`src/rtl/calc_op_sequencer_if.sv`:
```
// Handshake and operand/result bundle for the shared calculator arithmetic unit.
// The key FSM drives the master side and the sequencer implements the slave side.
interface calc_op_sequencer_if #(
  parameter int W = 24
);
  logic         iSTART;
  logic [1:0]   iOP;
  logic [W-1:0] iA;
  logic [W-1:0] iB;
  logic         oBUSY;
  logic         oDONE;
  logic [W-1:0] oRESULT;
  logic [W-1:0] oREMAIN;
  logic         oNEG;
  logic         oERR;

  modport master (
    output iSTART, iOP, iA, iB,
    input  oBUSY, oDONE, oRESULT, oREMAIN, oNEG, oERR
  );

  modport slave (
    input  iSTART, iOP, iA, iB,
    output oBUSY, oDONE, oRESULT, oREMAIN, oNEG, oERR
  );
endinterface

```
`src/rtl/calc_op_sequencer.sv`:
```
// Iterative add/sub/shift-add-mul/restoring-div unit with display range checking.
// Define CALC_SEQ_EARLY_TERM_EN to end multiplies once the remaining multiplier bits are zero.
module calc_op_sequencer #(
  parameter int W    = 24,
  parameter int MAXV = 999999,
  parameter int MAXN = 99999
) (
  input logic                iCLK,
  input logic                iRST,
  calc_op_sequencer_if.slave bus
);

  localparam int CW = (W > 1) ? $clog2(W) : 1;

  localparam logic [1:0] OP_DIV = 2'b00;
  localparam logic [1:0] OP_ADD = 2'b01;
  localparam logic [1:0] OP_SUB = 2'b10;
  localparam logic [1:0] OP_MUL = 2'b11;

  localparam logic [W:0]     MAXV_W1 = (W+1)'(MAXV);
  localparam logic [2*W-1:0] MAXV_2W = (2*W)'(MAXV);
  localparam logic [W-1:0]   MAXN_W  = W'(MAXN);

  typedef enum logic [1:0] {S_IDLE, S_ITER, S_CHECK, S_DONE} state_t;

  state_t         state_q, state_d;
  logic [CW-1:0]  cnt_q, cnt_d;
  logic [1:0]     op_q, op_d;
  logic [W-1:0]   a_q, a_d;
  logic [W-1:0]   b_q, b_d;
  logic           dz_q, dz_d;
  logic [2*W-1:0] prod_q, prod_d;
  logic [2*W-1:0] mcand_q, mcand_d;
  logic [W-1:0]   rem_q, rem_d;
  logic [W-1:0]   quo_q, quo_d;
  logic [W-1:0]   result_q, result_d;
  logic [W-1:0]   remain_q, remain_d;
  logic           neg_q, neg_d;
  logic           err_q, err_d;

  logic [W:0]     shifted;
  logic           ge;
  logic [W-1:0]   trial;
  logic [W:0]     sum;
  logic [W-1:0]   diff;
  logic [W-1:0]   mag;
  logic           last_iter;

  // Datapath helpers; shifted is the W+1-bit partial remainder of the divider.
  always_comb begin
    shifted = {rem_q, quo_q[W-1]};
    ge      = (shifted >= {1'b0, b_q});
    trial   = shifted[W-1:0] - b_q;
    sum     = {1'b0, a_q} + {1'b0, b_q};
    diff    = a_q - b_q;
    mag     = b_q - a_q;
`ifdef CALC_SEQ_EARLY_TERM_EN
    last_iter = (op_q == OP_MUL) ? (b_q[W-1:1] == '0) : (cnt_q == CW'(W-1));
`else
    last_iter = (cnt_q == CW'(W-1));
`endif
  end

  always_comb begin
    state_d  = state_q;
    cnt_d    = cnt_q;
    op_d     = op_q;
    a_d      = a_q;
    b_d      = b_q;
    dz_d     = dz_q;
    prod_d   = prod_q;
    mcand_d  = mcand_q;
    rem_d    = rem_q;
    quo_d    = quo_q;
    result_d = result_q;
    remain_d = remain_q;
    neg_d    = neg_q;
    err_d    = err_q;

    case (state_q)
      S_IDLE: begin
        if (bus.iSTART) begin
          a_d     = bus.iA;
          b_d     = bus.iB;
          op_d    = bus.iOP;
          cnt_d   = '0;
          prod_d  = '0;
          mcand_d = {{W{1'b0}}, bus.iA};
          rem_d   = '0;
          quo_d   = bus.iA;
          dz_d    = (bus.iOP == OP_DIV) && (bus.iB == '0);
          if (bus.iOP == OP_ADD || bus.iOP == OP_SUB || dz_d)
            state_d = S_CHECK;
`ifdef CALC_SEQ_EARLY_TERM_EN
          else if (bus.iOP == OP_MUL && bus.iB == '0)
            state_d = S_CHECK;
`endif
          else
            state_d = S_ITER;
        end
      end

      S_ITER: begin
        cnt_d = cnt_q + 1'b1;
        if (op_q == OP_MUL) begin
          // Multiplier consumed LSB first from b_q, multiplicand walks left.
          if (b_q[0])
            prod_d = prod_q + mcand_q;
          mcand_d = mcand_q << 1;
          b_d     = b_q >> 1;
        end else begin
          // Dividend shifts out of quo_q MSB first while quotient bits shift in.
          rem_d = ge ? trial : shifted[W-1:0];
          quo_d = {quo_q[W-2:0], ge};
        end
        if (last_iter)
          state_d = S_CHECK;
      end

      S_CHECK: begin
        state_d  = S_DONE;
        result_d = '0;
        remain_d = '0;
        neg_d    = 1'b0;
        err_d    = 1'b0;
        case (op_q)
          OP_ADD: begin
            if (sum > MAXV_W1) err_d = 1'b1;
            else               result_d = sum[W-1:0];
          end
          OP_SUB: begin
            if (a_q >= b_q)
              result_d = diff;
            else if (mag > MAXN_W)
              err_d = 1'b1;
            else begin
              result_d = mag;
              neg_d    = 1'b1;
            end
          end
          OP_MUL: begin
            if (prod_q > MAXV_2W) err_d = 1'b1;
            else                  result_d = prod_q[W-1:0];
          end
          default: begin
            if (dz_q)
              err_d = 1'b1;
            else begin
              result_d = quo_q;
              remain_d = rem_q;
            end
          end
        endcase
      end

      S_DONE:  state_d = S_IDLE;
      default: state_d = S_IDLE;
    endcase
  end

  always_ff @(posedge iCLK) begin
    if (iRST) begin
      state_q  <= S_IDLE;
      cnt_q    <= '0;
      op_q     <= '0;
      a_q      <= '0;
      b_q      <= '0;
      dz_q     <= 1'b0;
      prod_q   <= '0;
      mcand_q  <= '0;
      rem_q    <= '0;
      quo_q    <= '0;
      result_q <= '0;
      remain_q <= '0;
      neg_q    <= 1'b0;
      err_q    <= 1'b0;
    end else begin
      state_q  <= state_d;
      cnt_q    <= cnt_d;
      op_q     <= op_d;
      a_q      <= a_d;
      b_q      <= b_d;
      dz_q     <= dz_d;
      prod_q   <= prod_d;
      mcand_q  <= mcand_d;
      rem_q    <= rem_d;
      quo_q    <= quo_d;
      result_q <= result_d;
      remain_q <= remain_d;
      neg_q    <= neg_d;
      err_q    <= err_d;
    end
  end

  assign bus.oBUSY   = (state_q != S_IDLE);
  assign bus.oDONE   = (state_q == S_DONE);
  assign bus.oRESULT = result_q;
  assign bus.oREMAIN = remain_q;
  assign bus.oNEG    = neg_q;
  assign bus.oERR    = err_q;

endmodule

```
`src/flat_wrapper.sv`:
```
// flat-port wrapper written by rule: the top's interface ports become plain ports
module calc_op_sequencer_flat 
#(
  parameter int W    = 24,
  parameter int MAXV = 999999,
  parameter int MAXN = 99999
)
  (iCLK, iRST, bus_iSTART, bus_iOP, bus_iA, bus_iB, bus_oBUSY, bus_oDONE, bus_oRESULT, bus_oREMAIN, bus_oNEG, bus_oERR);
  calc_op_sequencer_if #(.W(W)) bus_i ();
  input logic iCLK;
  input logic iRST;
  input wire logic [$bits(bus_i.iSTART)-1:0] bus_iSTART;
  input wire logic [$bits(bus_i.iOP)-1:0] bus_iOP;
  input wire logic [$bits(bus_i.iA)-1:0] bus_iA;
  input wire logic [$bits(bus_i.iB)-1:0] bus_iB;
  output wire logic [$bits(bus_i.oBUSY)-1:0] bus_oBUSY;
  output wire logic [$bits(bus_i.oDONE)-1:0] bus_oDONE;
  output wire logic [$bits(bus_i.oRESULT)-1:0] bus_oRESULT;
  output wire logic [$bits(bus_i.oREMAIN)-1:0] bus_oREMAIN;
  output wire logic [$bits(bus_i.oNEG)-1:0] bus_oNEG;
  output wire logic [$bits(bus_i.oERR)-1:0] bus_oERR;
  assign bus_i.iSTART = bus_iSTART;
  assign bus_i.iOP = bus_iOP;
  assign bus_i.iA = bus_iA;
  assign bus_i.iB = bus_iB;
  assign bus_oBUSY = bus_i.oBUSY;
  assign bus_oDONE = bus_i.oDONE;
  assign bus_oRESULT = bus_i.oRESULT;
  assign bus_oREMAIN = bus_i.oREMAIN;
  assign bus_oNEG = bus_i.oNEG;
  assign bus_oERR = bus_i.oERR;
  calc_op_sequencer #(.W(W), .MAXV(MAXV), .MAXN(MAXN)) u_core (.iCLK(iCLK), .iRST(iRST), .bus(bus_i));
endmodule
```
`config.mk`:
```
export PLATFORM = sky130hd
export DESIGN_NAME = calc_op_sequencer_flat
export DESIGN_NICKNAME = d
export VERILOG_FILES = /design/src/rtl/calc_op_sequencer_if.sv /design/src/rtl/calc_op_sequencer.sv /design/src/flat_wrapper.sv
export SDC_FILE = /design/constraint.sdc
export NUM_CORES = 1
export LEC_CHECK = 0
export ABC_AREA = 1
export ABC_CLOCK_PERIOD_IN_PS = 4800
export CORE_MARGIN = 4
export CORE_UTILIZATION = 50
export CTS_BUF_LIST = sky130_fd_sc_hd__clkbuf_2
export DETAILED_ROUTE_END_ITERATION = 6
export PLACE_DENSITY = 0.7
export SYNTH_ARGS = -nofsm -noshare
export SYNTH_HDL_FRONTEND = slang
export SYNTH_SLANG_ARGS = --single-unit
```
`constraint.sdc`:
```
create_clock -name iCLK -period 4.8 [get_ports iCLK]
set_input_delay 0.96 -clock iCLK [delete_from_list [all_inputs] [get_ports iCLK]]
set_output_delay 0.96 -clock iCLK [all_outputs]
set_load 0.1 [all_outputs]
```
* Word-level counts from Yosys, hierarchy flattened
Cells that the tools add are included.
Storage, ports and cells: register bits 252, word-level logic and storage cells 94
Cells by class: add/sub/neg operators 6, magnitude comparators 5, equal/unequal tests 14, mux-type cells 40, reductions and logical operators 15
Operators by type and width (number):
- $mux W24 | 14
- $mux W48 | 5
- $pmux W48 S2 | 2
- $pmux W24 S2 | 3
- $pmux W24 S3 | 1
- $sub A24 B24 Y24 | 3
- $add A48 B48 Y48 | 1
- $gt A48 B20 Y1 const B | 1
- $add A24 B24 Y25 | 1
- $ge A25 B24 Y1 | 1
- $gt A25 B20 Y1 const B | 1
- $ge A24 B24 Y1 | 1
- $gt A24 B17 Y1 const B | 1
- $logic_not A24 Y1 | 1
- $eq A2 B2 Y1 const B | 5
- $pmux W5 S2 | 1
- $mux W1 | 8
- $pmux W2 S4 | 1
- $eq A2 B1 Y1 const B | 3
- $mux W2 | 3
- $ne A2 B1 Y1 const B | 3
- $reduce_and A2 Y1 | 3
- $reduce_and A3 Y1 | 2
- $add A5 B1 Y5 const B | 1
- 10 further kinds | 14

* Depth between registers and ports, before layout
depth after elaboration 6, mapped depth 26, depth with buffers taken out 25

* Worst setup path before layout
OpenSTA, ideal clock, no wires.
path kind flip-flop to flip-flop, start reg u_core.b_q[1], end reg u_core.result_q[12], in the netlist u_core.bus.oRESULT[12], library setup time 0.109 ns, data arrival time 2.471 ns, required time 4.691 ns, setup slack 2.220 ns, cell stages (with the launch flop) 17, path buffers 2, cells stage by stage dfxtp_1 -> inv_1 -> fa_1 -> nand2_1 -> nand2_1 -> nand2_1 -> o211ai_1 -> nand3_1 -> nand3_1 -> a41oi_1 -> buf_2 -> clkbuf_4 -> o21ai_1 -> nand3_1 -> nand4_1 -> nand2_1 -> inv_1
Between the ends: word-level cells in the longest chain between the ends 5, elaborated cells between the ends (all ways) 10, classes of those cells add/sub (3); order compare (3); mux (4)
Ends and longest elaborated chain:
- start: declaration | line calc_op_sequencer.sv:30 | logic [W-1:0] b_q, b_d;
- start signal: assignment | line calc_op_sequencer.sv:167 | b_q <= '0;
- start signal: assignment | line calc_op_sequencer.sv:182 | b_q <= b_d;
- $sub A24 B24 Y24 | line calc_op_sequencer.sv:56 | mag = b_q - a_q;
- $gt A24 B17 Y1 | line calc_op_sequencer.sv:134 | else if (mag > MAXN_W)
- $mux W24 | line calc_op_sequencer.sv:134
- $mux W24 | line calc_op_sequencer.sv:132 | if (a_q >= b_q)
- $pmux W24 S3 * | line calc_op_sequencer.sv:126 | case (op_q)
- end signal: assignment | line calc_op_sequencer.sv:188 | result_q <= result_d;
- end: declaration | line calc_op_sequencer.sv:36 | logic [W-1:0] result_q, result_d;
Mark *: on every way between the ends. The rest lies on a longest branch, timed or not. A chain may end at the register's enable or synchronous reset.

* Worst setup path in the final report
start reg u_core.b_q[2], end reg u_core.result_q[16], in the netlist u_core.bus.oRESULT[16]
Same word-level chain as after synthesis.

==> metrics.md <==
| Metric | Value |
|---|---|
| Vias in the first global route | roughly 20000 |
| Fin util | 0.554 |
| Initial antenna violation count | 2 |
| Critical path required time | ~5600 ps |
| Max-slew violations | 0 |
| Setup Viol. Count Final | 0 |
| PortBufs | 104 |
| Main synth FF type | dfxtp_1 |
| Kind of critical path | flop to flop |
| Async set-or-reset flop fraction in the synthesized netlist | 0 |
| Syn nets | around 3300 |
| Fin crit period | 4130 ps |
| Layout Nets | roughly 3400 |
| DRC | 0 |
| Maximum clock insertion buffer count | 3 |
| CTS tree | built |
| CP Cell Sequence | inv_1, ha_1, nand2_1, inv_1, nand2_1, nand2_1, nand2_1, o211ai_1, nand3_1, nand3_1, a41oi_2, buf_4, inv_1, o21ai_0, nand3_1, nand4_1, nand2_1, inv_1 |
| Hold Path Depth | 2 |
| # resized after CTS | 0 |
| Hold Crit Class | input port to flop |
| Post-CTS Setup Bufs | 0 |
| 1st-pass router iterations | 6 |
| Final Hold Vio Count | 0 |
| Cell variety after synth | 56 |
| Via count | ~22000 |
| Wirelength per Cell | a little over 20 um |
| Hold Startpoint | iRST |
| # Max-Cap Violations | 0 |
| Vias per cell | between 5 and 6 |
| I/O pin cnt | approximately 110 |
| Worst vdd ir | 0.590 mV |
| Initial Util | 0.507 |
| Core area | just under 40000 sq um |
| #FFs+latches synth | 252 |
| Total die area | around 43000 sq um |
| CTS Buf Count | slightly above 70 |
| Post-DP HPWL | just under 60000 um |
| Synth-to-Final Area Change | 9.28% |
| YS warnings | 0 |
| Worst Setup End Kind | flop |
| Part of the cycle the worst path needs | 0.861 |
| Reg-to-Reg End | u_core.bus.oRESULT[16] |
| Fin Setup TNS | 0 ps |
| First-pass GRT wire length | 115000 um |
| Rel. slew slack | 0.185 |
| Die Height | approximately 210 um |
| Detailed Route Iter0 Violations | around 2500 |
| CP top delay family | buffers and inverters |
| Crit start category | flop |
| Clock Latency Late Sink | slightly above 1000 ps |
| Max frequency | 242 MHz |
| Mapped Area | approximately 20000 sq um |
| Grt ovf | 0 |
| Slew @ Worst Pin | around 1200 ps |
| Hold-critical path endpoint | u_core.mcand_q[37] |
| Critical Path AT | roughly 5000 ps |
| R2r startpoint | u_core.b_q[2] |
| TritonCTS Sinks | 252 |
| Worst Path Buf+Inv | 5 |
| Crit-path slowest cell | ha_1 |
| Crit Path Max Fanout | 22 |
| Clk_skew | approximately 110 ps |
| Root Buffer Master | clkbuf_2 |
| Max stage delay on crit path | between 600 and 700 ps |
| Final ANT Viol Nets | 0 |
| GRT Resource Usage Total | 0.346 |
| Largest net degree at the start of global routing | 85 |
| Clk pin slew, worst setup/hold paths | 110 ps |
| Final WL | 75500 um |
| Sequential area share after synthesis | 0.257 |
| CTS HTree Levels | 3 |
| R2r worst-path depth | 18 |
| Post-synth EDFFs | 0 |
| Mean Syn Cell Area | approximately 6.3 sq um |
| Hold-fix buffers, CTS | 0 |
| Cell count after synthesis | roughly 3100 |
| Layout cells sized above 1 | 0.0698 |
| Num rows | slightly above 70 |
| Final RePlAce weighted congestion | 1.07 |
| LEAKAGE | 9.94 nW |
| Worst path most repeated cell | nand2_1 |
| Unrepaired setup endpoints after global routing | no |
| Power density over the cells | roughly 730 nW/um^2 |
| Outcome | complete, no violations |
| Reg2reg setup slack | 670 ps |
| Die X | about 210 um |
[layout make-up]
type / instances / area, sq um
clock inverters: 21 / 119
clock buffers: 91 / 455
fillers: 3975 / 17300
inverters: 369 / 1390
multi-input cells: 2353 / 12600
flip-flops and latches: 252 / 5040
diodes: 2 / 5.00
well taps: 518 / 648
repair buffers: 124 / 1190
[worst max-delay path by stage]
stage	end	depth (start not counted)	startpoint
after global placement	u_core.bus.oRESULT[16]	18	u_core.b_q[2]
after detailed placement	u_core.prod_q[3]	15	bus_iSTART
after floorplan	u_core.bus.oRESULT[12]	16	u_core.b_q[1]
after global routing	u_core.bus.oRESULT[16]	18	u_core.b_q[2]
final	u_core.bus.oRESULT[16]	18	u_core.b_q[2]
after CTS	bus_oBUSY	4	u_core.state_q[0]
[state kept, by name, indices dropped and copies added (netlist names)]
| signal | flops |
|---|---|
| u_core.bus.oNEG | 1 |
| u_core.cnt_q | 5 |
| u_core.bus.oRESULT | 24 |
| u_core.op_q | 2 |
| u_core.dz_q | 1 |
| u_core.prod_q | 48 |
| u_core.mcand_q | 48 |
| u_core.bus.oERR | 1 |
| u_core.state_q | 2 |
| u_core.quo_q | 24 |
| u_core.bus.oREMAIN | 24 |
| u_core.rem_q | 24 |
| u_core.a_q | 24 |
| u_core.b_q | 24 |
[worst reg2reg max path, stage by stage, from the launching register on]
cell and delay (ps):
dfxtp_1 460, inv_1 150, ha_1 670, nand2_1 150, inv_1 120, nand2_1 50, nand2_1 150, nand2_1 80
o211ai_1 300, nand3_1 140, nand3_1 120, a41oi_2 50, buf_4 250, inv_1 600, o21ai_0 350, nand3_1 170
nand4_1 80, nand2_1 60, inv_1 40
[per-layer routing]
metal,share of wire,wire length [um],vias up,track usage
met5,0,0,-,0
met4,0.031,2350,0,0.0998
met3,0.095,7170,140,0.0651
met2,0.42,31500,1069,0.511
met1,0.46,34400,10186,0.511
li1,-,-,10470,-
[kinds of logic (layout without fill, tap and decap cells)]
| family | count (synthesis) | count (layout) | share of synthesized area |
|---|---|---|---|
| compound gates | 765 | 765 | 0.216 |
| xor+xnor | 52 | 52 | 0.0232 |
| fa+ha+maj | 154 | 154 | 0.100 |
| buf+inv | 502 | 605 | 0.103 |
| flops | 252 | 252 | 0.257 |
| other cells | 0 | 2 | 0 |
| simple gates | 1382 | 1382 | 0.302 |
[power breakdown]
part | internal, mW | switching, mW | leakage [nW]
clock | 0.570 | 0.987 | 0.440
sequential | 2.54 | 0.483 | 2.05
combinational | 3.04 | 7.99 | 7.45
[placed cells by master (no fill, tap or decap), drive strengths merged, types with 13 or more instances in the layout]
cell / n
o211ai: 28
clkdlybuf4s50: 103
a22oi: 25
nor2: 256
or2: 14
a31oi: 80
clkinv: 22
nand3: 196
nor4: 19
o21ai: 206
xor2: 39
buf: 21
nand4: 47
o21a: 13
dfxtp: 252
nor3: 21
a21oi: 375
xnor2: 13
nand2: 817
inv: 366
ha: 149
clkbuf: 91
[cell usage after synthesis (5+ instances only)]
cell type,instances,area [sq um]
a21o_1,8,60.1
a21oi_1,373,1870
a22oi_1,25,188
a31oi_1,80,500
buf_2,14,70.1
buf_4,13,97.6
buf_6,8,90.1
clkbuf_1,94,353
clkinv_1,6,22.5
dfxtp_1,252,5040
fa_1,5,100
ha_1,149,1860
inv_1,340,1280
inv_2,23,86.3
nand2_1,796,2990
nand2_2,16,100
nand2_4,5,56.3
nand3_1,193,966
nand4_1,47,294
nor2_1,233,875
nor2_2,16,100
nor2_4,6,67.6
nor3_1,18,90.1
nor4_1,19,119
o211ai_1,28,210
o21a_1,13,97.6
o21ai_0,183,916
o21ai_1,16,80.1
o21ai_2,7,61.3
o21bai_1,11,82.6
or2_2,13,81.3
xnor2_1,13,114
xor2_1,39,342
[stage by stage]
stage | std cells | area (sq um) | hold WS, ps | total power [mW] | setup WS [ps]
after detailed placement | 3616 | 20900 | 456 | 13.8 | 884
after global routing | 3730 | 21500 | 345 | 16.7 | 409
after CTS | 3728 | 21500 | 304 | 15.3 | 805
final | 3730 | 21500 | 383 | 15.6 | 666
after floorplan | 3107 | 19600 | 458 | 10.8 | 2220
after global placement | 3616 | 20900 | 454 | 13.7 | 899
Note: power is estimated with default switching activity, not from simulation.
